`src/rtl/ws2812_pixel_rx.sv`:
```
// ws2812_pixel_rx
//   UART 8N1 receiver that assembles three consecutive good bytes into one
//   24-bit GRB pixel ({G,R,B}) for a downstream WS2812 encoder. The pixel is
//   held in an output register with a valid/ready handshake. Reception never
//   stalls: a pixel completing while the previous one is still held and not
//   being accepted is dropped and flagged on o_overrun.
//
//   Parameters
//     CLKS_PER_BIT  clk cycles per UART bit (4..65535)
//     TIMEOUT_CLKS  idle cycles after which a partial pixel is discarded
//                   (only used when BYTE_TIMEOUT_EN is defined)
//
//   Optional feature macro: BYTE_TIMEOUT_EN (inter-byte timeout)
//
//   Ports
//     clk            system clock, rising edge
//     rst            asynchronous active-high reset
//     i_rx_serial    UART serial line, idle high, LSB first, asynchronous
//     o_pixel_data   assembled pixel {G,R,B}
//     o_pixel_valid  o_pixel_data holds an unconsumed pixel
//     i_pixel_ready  downstream accepts when high together with o_pixel_valid
//     o_frame_err    one-cycle pulse on a bad stop bit
//     o_overrun      one-cycle pulse when a completed pixel is dropped
module ws2812_pixel_rx #(
  parameter int unsigned CLKS_PER_BIT = 434,
  parameter int unsigned TIMEOUT_CLKS = 50000
) (
  input  logic        clk,
  input  logic        rst,
  input  logic        i_rx_serial,
  output logic [23:0] o_pixel_data,
  output logic        o_pixel_valid,
  input  logic        i_pixel_ready,
  output logic        o_frame_err,
  output logic        o_overrun
);

  if (CLKS_PER_BIT < 4 || CLKS_PER_BIT > 65535) begin : g_bad_clks_per_bit
    $error("CLKS_PER_BIT out of range 4..65535");
  end
  if (TIMEOUT_CLKS < 1) begin : g_bad_timeout
    $error("TIMEOUT_CLKS must be at least 1");
  end

  typedef enum logic [1:0] {
    IDLE,
    START,
    DATA,
    STOP
  } state_t;

  localparam logic [15:0] BIT_LAST  = 16'(CLKS_PER_BIT - 1);
  localparam logic [15:0] HALF_LAST = 16'((CLKS_PER_BIT / 2) - 1);

  logic        rx_meta_q,   rx_meta_d;
  logic        rx_sync_q,   rx_sync_d;
  state_t      state_q,     state_d;
  logic [15:0] cnt_q,       cnt_d;
  logic [2:0]  bit_q,       bit_d;
  logic [7:0]  shift_q,     shift_d;
  logic [1:0]  byte_idx_q,  byte_idx_d;
  logic [7:0]  g_q,         g_d;
  logic [7:0]  r_q,         r_d;
  logic [23:0] pixel_q,     pixel_d;
  logic        valid_q,     valid_d;
  logic        frame_err_q, frame_err_d;
  logic        overrun_q,   overrun_d;
  logic        pixel_done;
`ifdef BYTE_TIMEOUT_EN
  localparam logic [31:0] TO_LAST = 32'(TIMEOUT_CLKS - 1);
  logic [31:0] to_cnt_q,    to_cnt_d;
`endif

  always_comb begin
    rx_meta_d   = i_rx_serial;
    rx_sync_d   = rx_meta_q;
    state_d     = state_q;
    cnt_d       = cnt_q;
    bit_d       = bit_q;
    shift_d     = shift_q;
    byte_idx_d  = byte_idx_q;
    g_d         = g_q;
    r_d         = r_q;
    pixel_d     = pixel_q;
    valid_d     = valid_q;
    frame_err_d = 1'b0;
    overrun_d   = 1'b0;
    pixel_done  = 1'b0;

    if (valid_q && i_pixel_ready) begin
      valid_d = 1'b0;
    end

    case (state_q)
      IDLE: begin
        cnt_d = '0;
        bit_d = '0;
        if (!rx_sync_q) begin
          state_d = START;
        end
      end
      START: begin
        // Mid-start-bit recheck: a line that is high again was a glitch.
        if (cnt_q == HALF_LAST) begin
          cnt_d   = '0;
          state_d = rx_sync_q ? IDLE : DATA;
        end else begin
          cnt_d = cnt_q + 16'd1;
        end
      end
      DATA: begin
        if (cnt_q == BIT_LAST) begin
          cnt_d   = '0;
          shift_d = {rx_sync_q, shift_q[7:1]};
          bit_d   = bit_q + 3'd1;
          if (bit_q == 3'd7) begin
            state_d = STOP;
          end
        end else begin
          cnt_d = cnt_q + 16'd1;
        end
      end
      STOP: begin
        if (cnt_q == BIT_LAST) begin
          cnt_d   = '0;
          state_d = IDLE;
          if (rx_sync_q) begin
            case (byte_idx_q)
              2'd0: begin
                g_d        = shift_q;
                byte_idx_d = 2'd1;
              end
              2'd1: begin
                r_d        = shift_q;
                byte_idx_d = 2'd2;
              end
              default: begin
                pixel_done = 1'b1;
                byte_idx_d = 2'd0;
              end
            endcase
          end else begin
            frame_err_d = 1'b1;
          end
        end else begin
          cnt_d = cnt_q + 16'd1;
        end
      end
      default: state_d = IDLE;
    endcase

    // A pixel accepted this cycle frees the register for the new one, so
    // valid stays high with no overrun.
    if (pixel_done) begin
      if (!valid_q || i_pixel_ready) begin
        pixel_d = {g_q, r_q, shift_q};
        valid_d = 1'b1;
      end else begin
        overrun_d = 1'b1;
      end
    end

`ifdef BYTE_TIMEOUT_EN
    to_cnt_d = '0;
    if (state_q == IDLE && rx_sync_q && byte_idx_q != 2'd0) begin
      if (to_cnt_q == TO_LAST) begin
        byte_idx_d = 2'd0;
      end else begin
        to_cnt_d = to_cnt_q + 32'd1;
      end
    end
`endif
  end

  always_ff @(posedge clk or posedge rst) begin
    if (rst) begin
      rx_meta_q   <= 1'b1;
      rx_sync_q   <= 1'b1;
      state_q     <= IDLE;
      cnt_q       <= '0;
      bit_q       <= '0;
      shift_q     <= '0;
      byte_idx_q  <= '0;
      g_q         <= '0;
      r_q         <= '0;
      pixel_q     <= '0;
      valid_q     <= 1'b0;
      frame_err_q <= 1'b0;
      overrun_q   <= 1'b0;
`ifdef BYTE_TIMEOUT_EN
      to_cnt_q    <= '0;
`endif
    end else begin
      rx_meta_q   <= rx_meta_d;
      rx_sync_q   <= rx_sync_d;
      state_q     <= state_d;
      cnt_q       <= cnt_d;
      bit_q       <= bit_d;
      shift_q     <= shift_d;
      byte_idx_q  <= byte_idx_d;
      g_q         <= g_d;
      r_q         <= r_d;
      pixel_q     <= pixel_d;
      valid_q     <= valid_d;
      frame_err_q <= frame_err_d;
      overrun_q   <= overrun_d;
`ifdef BYTE_TIMEOUT_EN
      to_cnt_q    <= to_cnt_d;
`endif
    end
  end

  assign o_pixel_data  = pixel_q;
  assign o_pixel_valid = valid_q;
  assign o_frame_err   = frame_err_q;
  assign o_overrun     = overrun_q;

endmodule
```
`config.mk`:
```
export PLATFORM = sky130hd
export DESIGN_NAME = ws2812_pixel_rx
export DESIGN_NICKNAME = d
export VERILOG_FILES = /design/src/rtl/ws2812_pixel_rx.sv
export SDC_FILE = /design/constraint.sdc
export NUM_CORES = 1
export LEC_CHECK = 0
export ABC_AREA = 1
export BUFFER_PORTS_ARGS = -buffer_cell sky130_fd_sc_hd__buf_4
export CAP_MARGIN = 20
export CORE_AREA = 2 2 99 101
export CTS_BUF_LIST = sky130_fd_sc_hd__clkbuf_16
export DETAILED_ROUTE_END_ITERATION = 10
export DIE_AREA = 0 0 101 103
export GPL_ROUTABILITY_DRIVEN = 0
export PLACE_DENSITY = 0.59
export SLEW_MARGIN = 40
export SYNTH_ARGS = -nofsm -noshare
export SYNTH_HDL_FRONTEND = slang
export SYNTH_SLANG_ARGS = --single-unit
export TNS_END_PERCENT = 5
```
`constraint.sdc`:
```
create_clock -name clk -period 2.45 [get_ports clk]
set_clock_uncertainty 0.05 [all_clocks]
set_input_delay 0.49 -clock clk [delete_from_list [all_inputs] [get_ports clk]]
set_output_delay 0.49 -clock clk [all_outputs]
set_load 0.01 [all_outputs]
```
==> summary.txt <==
CP max FO -> 29
Reg area -> 1900 sq um
Initial antenna violation count -> 0
Mapped Nets -> 410
First-pass GRT wire length -> 12100 microns
Post-Route Setup TNS -> 0 ns
Synth unique cells -> 28
Synthesized area -> 3470 sq um
Area of the core -> 9460 sq um
Static leakage power -> 2.14 nW
CTS sink cnt -> 76
Hold WC Path Type -> in2async
Row cnt -> 36
Clock slew at reported path FFs -> 0.06 ns
Post-synth top cells -> nand2_1, dfrtp_1, nand4_1, nor2_1, inv_1
VDD IR-drop max -> 0.000325 V
Post-route minimum period -> 2.04 ns
CTS Hold Bufs -> 0
Area growth syn-to-layout -> 18.2%
CTS root buf -> clkbuf_16
Final Hold Fails -> 0
Die extent in x -> 101 microns
Seq/Total Area, Yosys -> 0.549
Layout Nets -> 442
Post-Route Utilization -> 0.434
F_max -> 491 MHz
TritonCTS clock tree -> done
IO Pins -> 31
Vias in the first global route -> 2616
Pin count of the biggest net entering global routing -> 58
Worst Path Required -> 2.62 ns
Synth area leader -> dfrtp_1
Top cell type's share of synthesized area -> 0.534
FF+latch count, synth -> 76
Worst path cell trace -> inv_1, ha_1, inv_1, nor2_1, nand2_1, nor3_2, nand2_1, nor2_4, buf_4, nand3_4, nand2_1, nand2_1
Async S/R FF share, synth -> 1.00
Initial core utilization -> 0.367
WL per Instance -> 12.7 microns
GR Util met3 -> 0.0366
Worst Path Arrival -> 2.21 ns
CP top delay family -> simple AND/OR/NAND/NOR gates
Chip Height -> 103 microns
MaxCap Viol Count -> 0
Post CTS Setup Buffer Count -> 0
Detailed Place HPWL -> 4860 microns
Detail Route Antenna Nets -> 0
M1 GR Usage -> 0.180
Area contributors post-synth -> dfrtp_1, nand2_1, nand4_1
Setup crit start kind -> flop
Die ar. -> 10400 sq um
Clk buf depth -> 2
Multi-input gate area -> 1360 sq um
Cells after Synth -> 401
Number of fill cells -> 939
Vias/cell -> 4.93
Status -> finished, final reports clean
Critical path buffer and inverter count -> 3
R2R setup slack -> 0.41 ns
First-pass iteration count of the detailed router -> 4
Worst-margin pin slew -> 0.469 ns
Post-Syn Area per Cell -> 8.65 sq um
CP endpoint kind -> flop
WS Path Type -> reg2reg
Count of final setup violators -> 0
Layout cells sized above 1 -> 0.153
1st-iter DRT viols -> 112
Top FF cell, synth -> dfrtp_1
Unrepaired setup endpoints after global routing -> no
Critical-path top delay cell -> dfrtp_1
Final wirelength -> 6990 microns
EDFF count, synth -> 0
Via count -> 2720
Worst rel slew slack -> 0.687
# DRC -> 0
CP max stage delay -> 0.41 ns
Port Buffers -> 30
Ys Warns -> 0
Grt met2 use -> 0.256
Crit share post-route -> 0.831
Worst-Skew Late Latency -> 0.33 ns
Most Frequent Cell on Critical Path -> nand2_1
CTS H-tree lvls -> 3
Power Density -> 612 nW/um^2
CTS Buf Count -> 9
Post-CTS Resized -> 0
Antenna cells -> 0
Most common cell in the netlist -> nand2_1
Most Used Layer, Global Route -> met2
Grt ovf -> 0
GR Util All Layers -> 0.147
Max Slew Vio Count -> 0
## state kept, by name, indices dropped and copies added (netlist names), 2 cells and up, named ones only
register and flops:
o_pixel_data 24, cnt_q 16, g_q 8, r_q 8, shift_q 8, bit_q 3
byte_idx_q 2
## metrics by stage
| step | cell area (sq um) | power (W) | cells | hold slack (ns) | setup slack [ns] |
|---|---|---|---|---|---|
| after CTS | 4100 | 0.00253 | 552 | 0.141 | 0.366 |
| final | 4100 | 0.00251 | 552 | 0.128 | 0.415 |
| after global placement | 3820 | 0.00132 | 536 | 0.299 | 0.442 |
| after global routing | 4100 | 0.00260 | 552 | 0.167 | 0.0648 |
| after floorplan | 3470 | 0.00131 | 401 | 0.295 | 0.745 |
| after detailed placement | 3820 | 0.00132 | 536 | 0.299 | 0.381 |
## per-layer routing
| metal | wire length (microns) | up-vias | part of all wire |
|---|---|---|---|
| met2 | 3380 | 43 | 0.48 |
| met5 | 0 | - | 0 |
| met4 | 96 | 0 | 0.014 |
| met1 | 3300 | 1275 | 0.47 |
| li1 | - | 1391 | - |
| met3 | 217 | 11 | 0.031 |
## final cells by class
class,instances,area share
Multi-Input combinational cell,278,0.333
Clock buffer,9,0.0549
Timing Repair Buffer,38,0.0726
Inverter,30,0.0284
Tap cell,114,0.0348
Sequential cell,76,0.464
Clock inverter,7,0.0125
## worst reg2reg max path, cell delays in order (launching register included)
cell and delay (ns):
dfrtp_1 0.41, inv_1 0.08, ha_1 0.14, inv_1 0.05, nor2_1 0.12, nand2_1 0.08, nor3_2 0.13, nand2_1 0.12
nor2_4 0.11, buf_4 0.31, nand3_4 0.18, nand2_1 0.10, nand2_1 0.05
## path summary, 6_finish.rpt
check / from / end / cells past startpoint
setup / recovery: cnt_q[1] / g_q[6] / 12
hold / removal: rst / cnt_q[6] / 2
setup reg to reg: cnt_q[1] / g_q[6] / 12
hold reg to reg: rx_meta_q / rx_sync_q / 0
max in group asynchronous: rst / rx_sync_q / 3
min in group clk: i_rx_serial / rx_meta_q / 1
## cell usage in the layout, fill, tap and decap left out, types with 2 or more instances in the layout
cell and count:
o21ai_0 11, nand2_2 2, nor3_2 3, xor2_1 4, inv_6 2, nor2_1 33, nand2_1 131, dfstp_2 2
nor3b_1 3, clkinv_4 2, inv_1 28, nand3_1 19, a21oi_1 8, clkinvlp_4 2, ha_1 5, nand3_4 2
buf_4 37, clkbuf_16 9, nor3_1 7, dfrtp_1 74, nand4_1 43
## cell families (layout without fill, tap and decap cells)
group	after synthesis	after routing	share of synthesized area
buf+inv	47	84	0.0581
xor+xnor	4	4	0.0101
flops	76	76	0.549
compound gates	22	22	0.0339
fa+ha+maj	5	5	0.0180
simple gates	247	247	0.331
## power by group
group          switching (W)  internal (W)
Sequential       0.000000733       0.00126
Combinational      0.0000306    0.00000821
Clock               0.000523      0.000690
Note: power is estimated with default switching activity, not from simulation.
